===== src/rtl/gf_adder_pkg.sv =====
// Shared definitions for the GF/integer adder datapath: operation modes.
package gf_adder_pkg;
  typedef enum logic [1:0] {
    MODE_ADD    = 2'b00,
    MODE_SUB    = 2'b01,
    MODE_GF_XOR = 2'b10,
    MODE_ADDC   = 2'b11
  } mode_t;
endpackage


===== src/rtl/full_adder.sv =====
// One-bit full adder cell.
module full_adder (
  input  logic a,
  input  logic b,
  input  logic ci,
  output logic s,
  output logic co
);
  assign s  = a ^ b ^ ci;
  assign co = (a & b) | (ci & (a ^ b));
endmodule


===== src/rtl/half_adder.sv =====
// One-bit half adder cell.
module half_adder (
  input  logic a,
  input  logic b,
  output logic s,
  output logic c
);
  assign s = a ^ b;
  assign c = a & b;
endmodule


===== src/rtl/rca_segment.sv =====
// Combinational ripple-carry segment; gf_mode kills every carry so the sum becomes a ^ b.
module rca_segment #(
  parameter int SEG_W = 8
) (
  input  logic [SEG_W-1:0] a,
  input  logic [SEG_W-1:0] b,
  input  logic             ci,
  input  logic             gf_mode,
  output logic [SEG_W-1:0] sum,
  output logic             co,
  output logic             c_msb_in
);
  logic [SEG_W:0] c;
  logic ha0_s, ha0_c, ha1_c;

  // Bit 0 is a full adder assembled from two half adders.
  assign c[0] = ci & ~gf_mode;
  half_adder u_ha0 (.a(a[0]), .b(b[0]), .s(ha0_s), .c(ha0_c));
  half_adder u_ha1 (.a(ha0_s), .b(c[0]), .s(sum[0]), .c(ha1_c));
  assign c[1] = (ha0_c | ha1_c) & ~gf_mode;

  for (genvar i = 1; i < SEG_W; i++) begin : g_fa
    logic co_raw;
    full_adder u_fa (.a(a[i]), .b(b[i]), .ci(c[i]), .s(sum[i]), .co(co_raw));
    assign c[i+1] = co_raw & ~gf_mode;
  end

  assign co       = c[SEG_W];
  assign c_msb_in = c[SEG_W-1];
endmodule


===== src/rtl/pipe_rca_adder.sv =====
// Pipelined ripple-carry adder: one SEG_W segment per stage, carry registered between stages,
// global stall with valid/ready handshake, ADD/SUB/ADDC and carry-free GF(2^m) XOR.
module pipe_rca_adder
  import gf_adder_pkg::*;
#(
  parameter int DATA_WIDTH = 32,
  parameter int NUM_STAGES = 4
) (
  input  logic                  clk,
  input  logic                  rst,
  input  logic                  enable,
  input  logic                  in_valid,
  output logic                  in_ready,
  input  logic [1:0]            in_mode,
  input  logic                  in_carry,
  input  logic [DATA_WIDTH-1:0] in_sum_a,
  input  logic [DATA_WIDTH-1:0] in_sum_b,
  output logic                  out_valid,
  input  logic                  out_ready,
  output logic [DATA_WIDTH-1:0] out_sum_result,
  output logic                  out_carry,
  output logic                  out_overflow
);
  localparam int SEG_W = DATA_WIDTH / NUM_STAGES;

  logic                  adv;
  logic [DATA_WIDTH-1:0] b_prep;
  logic                  cin_prep;
  logic                  gf_in;

  assign adv      = enable & ~rst & (~out_valid | out_ready);
  assign in_ready = adv;

  always_comb begin
    b_prep   = in_sum_b;
    cin_prep = 1'b0;
    gf_in    = 1'b0;
    case (mode_t'(in_mode))
      MODE_SUB:    begin b_prep = ~in_sum_b; cin_prep = 1'b1; end
      MODE_ADDC:   cin_prep = in_carry;
      MODE_GF_XOR: gf_in = 1'b1;
      default:     ;
    endcase
  end

  for (genvar k = 0; k < NUM_STAGES; k++) begin : g_stage
    localparam bit LAST  = (k == NUM_STAGES - 1);
    localparam int REM_W = DATA_WIDTH - k * SEG_W;

    logic                     src_vld, src_ci, src_gf;
    logic [REM_W-1:0]         src_a_all, src_b_all;
    logic [SEG_W-1:0]         seg_sum;
    logic                     seg_co, seg_cmsb;
    logic [(k+1)*SEG_W-1:0]   res_next;
    logic                     vld_q, carry_q;
    logic [(k+1)*SEG_W-1:0]   res_q;

    // Stage k input: port operands for the first stage, skew registers of stage k-1 otherwise.
    if (k == 0) begin : g_src
      assign src_vld   = in_valid;
      assign src_ci    = cin_prep;
      assign src_gf    = gf_in;
      assign src_a_all = in_sum_a;
      assign src_b_all = b_prep;
      assign res_next  = seg_sum;
    end else begin : g_src
      assign src_vld   = g_stage[k-1].vld_q;
      assign src_ci    = g_stage[k-1].carry_q;
      assign src_gf    = g_stage[k-1].g_skew.gf_q;
      assign src_a_all = g_stage[k-1].g_skew.a_q;
      assign src_b_all = g_stage[k-1].g_skew.b_q;
      assign res_next  = {seg_sum, g_stage[k-1].res_q};
    end

    rca_segment #(.SEG_W(SEG_W)) u_seg (
      .a        (src_a_all[SEG_W-1:0]),
      .b        (src_b_all[SEG_W-1:0]),
      .ci       (src_ci),
      .gf_mode  (src_gf),
      .sum      (seg_sum),
      .co       (seg_co),
      .c_msb_in (seg_cmsb)
    );

    always_ff @(posedge clk) begin
      if (rst)      vld_q <= 1'b0;
      else if (adv) vld_q <= src_vld;
    end

    // Data loads only with a valid operand so bubbles leave the outputs untouched.
    always_ff @(posedge clk) begin
      if (rst) begin
        if (LAST) begin
          res_q   <= '0;
          carry_q <= 1'b0;
        end
      end else if (adv && src_vld) begin
        res_q   <= res_next;
        carry_q <= seg_co;
      end
    end

    if (LAST) begin : g_last
      logic ovf_q;
      always_ff @(posedge clk) begin
        if (rst)                     ovf_q <= 1'b0;
        else if (adv && src_vld)     ovf_q <= (seg_cmsb ^ seg_co) & ~src_gf;
      end
    end else begin : g_skew
      logic [REM_W-SEG_W-1:0] a_q, b_q;
      logic                   gf_q;
      logic                   unused_cmsb;
      assign unused_cmsb = seg_cmsb;
      always_ff @(posedge clk) begin
        if (adv && src_vld) begin
          a_q  <= src_a_all[REM_W-1:SEG_W];
          b_q  <= src_b_all[REM_W-1:SEG_W];
          gf_q <= src_gf;
        end
      end
    end
  end

  assign out_valid      = g_stage[NUM_STAGES-1].vld_q;
  assign out_sum_result = g_stage[NUM_STAGES-1].res_q;
  assign out_carry      = g_stage[NUM_STAGES-1].carry_q;
  assign out_overflow   = g_stage[NUM_STAGES-1].g_last.ovf_q;
endmodule


===== config.mk =====
export PLATFORM = sky130hd
export DESIGN_NAME = pipe_rca_adder
export DESIGN_NICKNAME = d
export VERILOG_FILES = /design/src/rtl/gf_adder_pkg.sv /design/src/rtl/full_adder.sv /design/src/rtl/half_adder.sv /design/src/rtl/rca_segment.sv /design/src/rtl/pipe_rca_adder.sv
export SDC_FILE = /design/constraint.sdc
export NUM_CORES = 1
export LEC_CHECK = 0
export BUFFER_PORTS_ARGS = -buffer_cell sky130_fd_sc_hd__buf_4
export CAP_MARGIN = 40
export CORE_MARGIN = 3
export CORE_UTILIZATION = 54
export DETAILED_ROUTE_END_ITERATION = 6
export PLACE_DENSITY = 0.76
export SYNTH_ARGS = -nofsm -noshare
export SYNTH_HDL_FRONTEND = slang
export SYNTH_SLANG_ARGS = --single-unit

===== constraint.sdc =====
create_clock -name clk -period 7.4 [get_ports clk]
set_clock_uncertainty 0.15 [all_clocks]
set_input_delay 1.48 -clock clk [delete_from_list [all_inputs] [get_ports clk]]
set_output_delay 1.48 -clock clk [all_outputs]
set_load 0.01 [all_outputs]

* After elaboration in Yosys (flattened, before gate mapping)
Index checks and enable logic that the tools add are counted.
** Word-level totals
- Flip-flop bits (word level) :: 188
- Bits of input ports :: 72
- Output and inout bits :: 36
- Logic and storage cells :: 243
** Operators by class
- Equal/unequal tests :: 3
- Muxes and demuxes :: 3
- Bitwise gates (word level) :: 208
- Reduce and logical (&&, ||, !) cells :: 7
** Operator list (count)
- 1-bit AND :: 103
- 1-bit bitwise XOR :: 65
- 1-bit bitwise OR :: 33
- 32-bit 2-to-1 mux :: 1
- 32-bit inverter :: 1
- 1-bit inverter :: 6
- 2-bit AND reduction :: 3
- 2-bit equality test (second input constant) :: 2
- 1-bit logical AND :: 4
- 2-bit by 1-bit equality test with 1-bit output (second input constant) :: 1
- 1-bit case mux with 2 select lines :: 1
- 1-bit 2-to-1 mux :: 1

* Longest topological paths before layout
Gate-level depths: netlist of the first run.
- Depth in word-level cells :: 28
- Gate-level depth with buffers :: 19
- Depth with buffers taken out :: 19

* By module
Synthesis of the first run repeated with hierarchy kept, for this count alone.
** Second synthesis, totals
- Cells, all modules :: 400
- Area, all modules :: 7488.4 sq um
** Modules (own cells, without submodules)
- pipe_rca_adder :: times used 1, cells an instance 328, area an instance 6507.5 sq um, seq. area each 5265.0 sq um
- full_adder :: times used 28, cells an instance 1, area an instance 20.0 sq um, seq. area each 0.0 sq um
- rca_segment :: times used 4, cells an instance 9, area an instance 80.1 sq um, seq. area each 0.0 sq um
- half_adder :: times used 8, cells an instance 1, area an instance 12.5 sq um, seq. area each 0.0 sq um

* Worst setup path after synthesis of the first run
Ideal clock, no wire load.
- Path type :: input to register
- Start :: in rst
- End :: reg g_stage[0].g_skew.a_q[0] (enable)
- Arrival time :: 5.617 ns
- Required time :: 6.724 ns
- Slack :: 1.106 ns
- Stages on the path :: 4
- Buffers on the path :: 3
- Path through :: buf_4 -> buf_2 -> buf_2 -> nor3b_1
** On the way
- Cells in the longest elaborated chain, start to end :: 4
** RTL lines
- from (decl) :: line pipe_rca_adder.sv:10 : input logic rst,
- 1-bit inverter (no source line)
- 1-bit AND (2 in a row) :: line pipe_rca_adder.sv:31 : assign adv = enable & ~rst & (~out_valid | out_ready);
- 1-bit logical AND :: line pipe_rca_adder.sv:115 : if (adv && src_vld) begin
- to (signal assigned) :: line pipe_rca_adder.sv:116 : a_q <= src_a_all[REM_W-1:SEG_W];
- to (decl) :: line pipe_rca_adder.sv:110 : logic [REM_W-SEG_W-1:0] a_q, b_q;
Every way passes these cells.
A chain may end at the register's enable or synchronous reset.

* Worst setup path in the final report of the first run
- Start :: reg g_stage[2].g_skew.gf_q
- End :: reg g_stage[3].g_last.ovf_q (netlist: out_overflow)
** On the way
- Cells in the longest elaborated chain, start to end :: 28
** RTL lines
- from (decl) :: line pipe_rca_adder.sv:111 : logic gf_q;
- from (signal assigned) :: line pipe_rca_adder.sv:118 : gf_q <= src_gf;
- 1-bit inverter (*)
- 1-bit AND :: line rca_segment.sv:17 : assign c[0] = ci & ~gf_mode;
- 1-bit AND :: line half_adder.sv:9 : assign c = a & b;
- 1-bit bitwise OR :: line rca_segment.sv:20 : assign c[1] = (ha0_c | ha1_c) & ~gf_mode;
- 1-bit AND :: line rca_segment.sv:20
- 1-bit AND :: line full_adder.sv:10 : assign co = (a & b) | (ci & (a ^ b));
- 1-bit bitwise OR :: line full_adder.sv:10
- 1-bit AND :: line rca_segment.sv:25 : assign c[i+1] = co_raw & ~gf_mode;
- [... 12 more ...]
- 1-bit AND :: line full_adder.sv:10
- 1-bit bitwise OR :: line full_adder.sv:10
- 1-bit AND :: line rca_segment.sv:25
- 1-bit AND :: line full_adder.sv:10
- 1-bit bitwise OR :: line full_adder.sv:10
- 1-bit AND :: line rca_segment.sv:25
- 1-bit bitwise XOR :: line pipe_rca_adder.sv:107 : else if (adv && src_vld) ovf_q <= (seg_cmsb ^ seg_co) & ~src_gf;
- 1-bit AND (*) :: line pipe_rca_adder.sv:107
- to (signal assigned) :: line pipe_rca_adder.sv:107
- to (decl) :: line pipe_rca_adder.sv:104 : logic ovf_q;
Mark *: on every way between the ends. The rest lies on a longest branch, timed or not.

==> flow_metrics.env, run 1 <==
export IMPL_max_slew_margin=0.445
export IMPL_io_buffer_count=107
export IMPL_reg2reg_from="g_stage[2].g_skew.gf_q"
export IMPL_startpoint="g_stage[2].g_skew.gf_q"
export IMPL_syn_area_per_cell_um2=16.5
export IMPL_final_common_cell="edfxtp_1"
export IMPL_setup_viol=0
export IMPL_hpwl_mm=8.21
export IMPL_synth_largest_area_cell="edfxtp_1"
export IMPL_drtPass1Iterations=4
export IMPL_final_util=0.682
export IMPL_cts_setup_buffers=0
export IMPL_drc=0
export IMPL_via_count=3654
export IMPL_synthDistinctLibCells=26
export IMPL_mostFrequentLayoutCells="edfxtp_1, buf_4, inv_1"
export IMPL_grt_pass1_wl_mm=20.0
export IMPL_power_uw=2190
export IMPL_min_path_cells=0
export IMPL_status="finished clean"
export IMPL_fin_nets=685
export IMPL_whs_ps=264
export IMPL_crit_fanout=10
export IMPL_grt_max_degree=50
export IMPL_num_antenna_cells=0
export IMPL_cts_tree="built"
export IMPL_via_per_inst=4.75
export IMPL_cts_buffers=17
export IMPL_totalWireLength_mm=12.0
export IMPL_place_congestion=0.799
export IMPL_worst_path_stages=19
export IMPL_slowest_stage="edfxtp_1"
export IMPL_cp_arrival_ps=6790
export IMPL_leakage_uw=0.00363
export IMPL_rsz0062_at_grt="false"
export IMPL_max_freq_mhz=151
export IMPL_holdBufCountCts=0
export IMPL_max_cap_violations=0
export IMPL_initial_core_util=0.562
export IMPL_r2r_slack_ps=770
export IMPL_synth_seq_cells=188
export IMPL_clockRootBuffer="clkbuf_16"
export IMPL_syn2layout_area_growth_pct=21.4
export IMPL_ys_seq_area_frac=0.693
export IMPL_synth_cells=460
export IMPL_required_ps=7560
export IMPL_ir_drop_mv=0.153
export IMPL_crit_type="reg -> reg"
export IMPL_grt_pass1_vias=3905
export IMPL_syn_num_nets=564
export IMPL_io_pins=108
export IMPL_die_w_um=125
export IMPL_cts_clk_slew_worst_paths_ps=70
export IMPL_cts_root_to_sink_buffers=2
export IMPL_rows=42
export IMPL_crit_buf_inv=0
export IMPL_holdCritPathClass="reg -> reg"
export IMPL_ys_top_cells_by_area="edfxtp_1, dfxtp_1, fa_1, mux2_4, xnor2_1"
export IMPL_cp_endpoint="out_overflow"
export IMPL_r2r_end="out_overflow"
export IMPL_async_flop_share=0
export IMPL_fin_setup_tns_ps=0
export IMPL_critPathMaxStageDelay_ps=510
export IMPL_grt_overflow=0
export IMPL_critPathLaunchType="register"
export IMPL_powerDensity_nw_per_um2=238
export IMPL_yosysWarnings=0
export IMPL_tightest_slew_ps=832
export IMPL_syn_area_um2=7590
export IMPL_clock_sinks=188
export IMPL_final_hold_viol_count=0
export IMPL_yosys_area_top_type_share=0.593
export IMPL_fp_dieArea_um2=15500
export IMPL_period_share=0.896
export IMPL_crit_chain="nor2b_1 > fa_1 > nand2b_1 > fa_1 > or2_2 > fa_1 > or2_2 > fa_1 > or2_2 > fa_1 > or2_2 > fa_1 > or2_2 > fa_1 > or2_2 > fa_1 > xnor2_1 > nor2_1 > mux2_2"
export IMPL_reg2reg_depth=19
export IMPL_drt_iter0_drc=252
export IMPL_period_minus_slack_ps=6630
export IMPL_endpoint_kind="register"
export IMPL_crit_path_frequent_cell="fa_1"
export IMPL_htreeDepth=4
export IMPL_synth_main_ff_cell="edfxtp_1"
export IMPL_drv_slew=0
export IMPL_synth_edf_count=150
export IMPL_drive_gt1_frac=0.342
export IMPL_crit_family="adder cells"
export IMPL_cts_repair_resized=0
export IMPL_core_area_um2=13500
export IMPL_die_h_um=125
export IMPL_insertion_delay_ps=420
export IMPL_ant_nets=0
export IMPL_grt_antenna_before_repair=0
export IMPL_drt_wirelength_per_cell_um=15.6
export IMPL_track_usage=0.166
==> kinds of logic after synthesis <==
family | Yosys count | synth area share
compound gates | 15 | 0.0191
xor+xnor | 33 | 0.0381
fa+ha+maj | 32 | 0.0844
buf+inv | 82 | 0.0450
flops | 188 | 0.693
mux | 27 | 0.0514
simple gates | 83 | 0.0686
==> through the flow <==
step	cell area [um2]	std cells	setup WS, ps
2_1_floorplan	7590	460	1110
3_5_place_dp	8620	738	757
4_1_cts	9210	770	735
6_report	9210	770	769
5_1_grt	9210	770	518
3_3_place_gp	8620	738	1020
==> flip-flops by register name (all words and copies together), names as in the netlist, 3 cells and up <==
| name | flops |
|---|---|
| g_stage.g_skew.gf_q | 3 |
| g_stage.g_skew.b_q | 48 |
| g_stage.res_q | 48 |
| g_stage.vld_q | 3 |
| out_sum_result | 32 |
| g_stage.carry_q | 3 |
| g_stage.g_skew.a_q | 48 |
==> power by group <==
group | switching, uW | total [uW] | internal (uW)
registers | 7.59 | 1180 | 1170
logic | 55.6 | 114 | 58.1
clock network | 367 | 897 | 530
total | 430 | 2190 | 1760
==> area by class of cell <==
class	count	area (um2)
clock buffers	17	425
clock inverters	15	171
fillers	915	4290
inverters	70	263
multi-input cells	190	2010
flip-flops and latches	188	5270
well taps	176	220
repair buffers	114	856
==> Yosys cell counts, types with 7 or more instances <==
library cell / number
dfxtp_1: 38
nor2b_1: 25
mux2_4: 23
or2_2: 18
fa_1: 32
edfxtp_1: 150
nor2_1: 8
xnor2_1: 31
inv_1: 70
a221oi_2: 7
==> routing by layer <==
layer / global-route usage / share of wire / vias to the layer above
met5: 0 / 0 / -
li1: - / - / 1779
met4: 0.0664 / 0.019 / 0
met3: 0.0506 / 0.049 / 17
met1: 0.227 / 0.46 / 1758
met2: 0.252 / 0.47 / 100
==> how the worst min path moves through the flow <==
stage / from / endpoint / slack (ps)
3_3_place_gp: g_stage[0].g_skew.b_q[16] / g_stage[1].g_skew.b_q[8] / 250
2_1_floorplan: g_stage[0].g_skew.a_q[8] / g_stage[1].g_skew.a_q[0] / 250
3_5_place_dp: g_stage[0].g_skew.a_q[9] / g_stage[1].g_skew.a_q[1] / 250
5_1_grt: g_stage[0].g_skew.b_q[19] / g_stage[1].g_skew.b_q[11] / 270
4_1_cts: g_stage[0].g_skew.b_q[22] / g_stage[1].g_skew.b_q[14] / 270
6_report: g_stage[0].g_skew.b_q[22] / g_stage[1].g_skew.b_q[14] / 260
(Power assumes the default switching activity.)
==> run 2: changes to the inputs <==
--- a/config.mk
+++ b/config.mk
@@ -10,7 +10,9 @@
 export CORE_MARGIN = 3
 export CORE_UTILIZATION = 54
 export DETAILED_ROUTE_END_ITERATION = 6
+export HOLD_SLACK_MARGIN = 0.15
 export PLACE_DENSITY = 0.76
 export SYNTH_ARGS = -nofsm -noshare
 export SYNTH_HDL_FRONTEND = slang
+export SYNTH_HIERARCHICAL = 1
 export SYNTH_SLANG_ARGS = --single-unit
==> constraint.sdc (replaced) <==
create_clock -name clk -period 7.4 [get_ports clk]
set_clock_uncertainty 0.15 [all_clocks]
set_input_delay 1.48 -clock clk [delete_from_list [all_inputs] [get_ports clk]]
set_output_delay 1.48 -clock clk [all_outputs]
set_load 0.1 [all_outputs]
==> run 2 against run 1 <==
Cell count decreased by 7.9%. Critical path depth increased by 1. Global-route usage is 0.080 points lower. Final area is 1.2% lower. Wire length is 4.9% lower. Utilization is 0.28 points lower. Non-clock buffer count decreased by 2. Critical path type is now in -> reg. Critical endpoint is now g_stage[0].carry_q.
==> flow_metrics.env, run 2 <==
export IMPL_cts_tree="built"
export IMPL_grt_max_degree=41
export IMPL_place_area_um2=8500
export IMPL_track_usage=0.165
export IMPL_holdCritPathClass="reg -> reg"
export IMPL_min_path_cells=0
export IMPL_period_minus_slack_ps=6480
export IMPL_endpoint_kind="register"
export IMPL_drive_gt1_frac=0.396
export IMPL_ys_seq_area_frac=0.703
export IMPL_grt_antenna_before_repair=0
export IMPL_powerDensity_nw_per_um2=242
export IMPL_syn_area_per_cell_um2=18.7
export IMPL_setup_viol=0
export IMPL_power_uw=2210
export IMPL_final_common_cell="edfxtp_1"
export IMPL_fp_dieArea_um2=15300
export IMPL_clockRootBuffer="clkbuf_16"
export IMPL_insertion_delay_ps=420
export IMPL_synth_largest_area_cell="edfxtp_1"
export IMPL_max_cap_violations=0
export IMPL_synth_most_common_cell="edfxtp_1"
export IMPL_synth_cells=400
export IMPL_drtPass1Iterations=4
export IMPL_async_flop_share=0
export IMPL_die_h_um=124
export IMPL_cts_clk_slew_worst_paths_ps=60
export IMPL_max_slew_margin=0.538
export IMPL_core_area_um2=13400
export IMPL_crit_type="in -> reg"
export IMPL_io_pins=108
export IMPL_rsz0062_at_grt="false"
export IMPL_fin_setup_tns_ps=0
export IMPL_initial_core_util=0.559
export IMPL_die_w_um=124
export IMPL_cp_arrival_ps=6500
export IMPL_top_regs="g_stage.g_skew.a_q (48), g_stage.g_skew.b_q (48), g_stage.res_q (48)"
export IMPL_status="finished clean"
export IMPL_cts_repair_resized=0
export IMPL_rows=42
export IMPL_tightest_slew_ps=694
export IMPL_cts_setup_buffers=0
export IMPL_via_per_inst=4.85
export IMPL_holdBufCountCts=0
export IMPL_grt_overflow=0
export IMPL_cts_root_to_sink_buffers=2
export IMPL_final_util=0.679
export IMPL_fillers=922
export IMPL_syn_num_nets=508
export IMPL_ir_drop_mv=0.223
export IMPL_drc=0
export IMPL_mostFrequentLayoutCells="edfxtp_1, buf_4, dfxtp_1"
export IMPL_critPathLaunchType="primary input"
export IMPL_max_freq_mhz=154
export IMPL_synth_main_ff_cell="edfxtp_1"
export IMPL_fin_nets=628
export IMPL_synth_edf_count=150
export IMPL_leakage_uw=0.00362
export IMPL_required_ps=7430
export IMPL_htreeDepth=4
export IMPL_grt_pass1_wl_mm=18.3
export IMPL_yosys_area_top_type_share=0.602
export IMPL_final_hold_viol_count=0
export IMPL_drv_slew=0
export IMPL_via_count=3436
export IMPL_syn2layout_area_growth_pct=21.6
export IMPL_final_cells=709
export IMPL_syn_area_um2=7490
export IMPL_synthDistinctLibCells=23
export IMPL_yosys_top_cells_count="edfxtp_1, dfxtp_1, xnor2_1"
export IMPL_place_congestion=0.786
export IMPL_design_area_um2=9100
export IMPL_reg2reg_depth=20
export IMPL_num_antenna_cells=0
export IMPL_synth_seq_cells=188
export IMPL_drt_iter0_drc=147
export IMPL_clock_sinks=188
export IMPL_grt_pass1_vias=3623
export IMPL_totalWireLength_mm=11.4
export IMPL_period_share=0.875
export IMPL_ys_top_cells_by_area="edfxtp_1, dfxtp_1, fa_1, mux2_4, xnor2_1"
export IMPL_hpwl_mm=7.98
export IMPL_cts_buffers=17
export IMPL_crit_fanout=3
export IMPL_dpl_cell_count=677
export IMPL_ant_nets=0
export IMPL_r2r_slack_ps=1550
export IMPL_io_buffer_count=107
export IMPL_drt_wirelength_per_cell_um=16.1
export IMPL_yosysWarnings=6
-- run 2: changes by cell type in the layout (fill, tap and decap cells not counted), sizes merged, moves of 7 or more --
cell,change
a221oi,-7
and2b,+37
inv,-65
or2,-18
mux2,+7
ha,+8
-- run 2: final timing paths --
path	start	endpoint
setup / recovery	in_mode[1]	g_stage[0].carry_q
hold / removal	g_stage[1].res_q[12]	g_stage[2].res_q[12]
setup reg to reg	g_stage[2].g_skew.gf_q	out_overflow
hold reg to reg	g_stage[1].res_q[12]	g_stage[2].res_q[12]
-- run 2: where the power goes --
| part | internal, uW | switching [uW] | total, uW | leakage [uW] |
|---|---|---|---|---|
| clock | 579 | 345 | 924 | 0.000298 |
| combinational | 56.6 | 51.0 | 108 | 0.00165 |
| sequential | 1170 | 8.23 | 1180 | 0.00167 |
-- run 2: per-stage QoR --
step | setup slack [ps] | hold WS, ps
after floorplan | 517 | 250
after detailed placement | 499 | 255
after global placement | 615 | 251
after global routing | 788 | 265
final | 924 | 264
after CTS | 912 | 266
-- run 2: cells by family after synthesis --
family	after synthesis	share of synthesized area
compound gates	13	0.0117
xor+xnor	33	0.0386
buf+inv	18	0.0137
fa+ha+maj	36	0.0882
mux	34	0.0657
flops	188	0.703
simple gates	78	0.0790
-- run 2: layout make-up --
class                   count  area (um2)  share of cell area
repair buffers            112         861              0.0945
inverters                   7        26.3             0.00289
flip-flops and latches    188        5270               0.578
clock buffers              23         468              0.0514
multi-input cells         194        2120               0.233
well taps                 176         220              0.0242
clock inverters             9         141              0.0155
-- run 2: critical path, cell delays in order --
cell	delay [ps]
buf_4	120
nand2b_2	180
xnor2_1	130
ha_1	280
ha_1	200
o21ba_2	220
fa_1	360
and2b_2	210
fa_1	350
and2b_2	210
fa_1	360
and2b_2	210
fa_1	360
and2b_2	210
fa_1	360
and2b_2	210
fa_1	340
and2b_2	200
fa_1	340
and2b_2	200
-- run 2: routing by layer --
| metal | wire length [um] | up-vias | global-route usage |
|---|---|---|---|
| li1 | - | 1654 | - |
| met1 | 4970 | 1659 | 0.221 |
| met2 | 5580 | 106 | 0.251 |
| met3 | 641 | 17 | 0.0545 |
| met4 | 210 | 0 | 0.0664 |
| met5 | 0 | - | 0 |
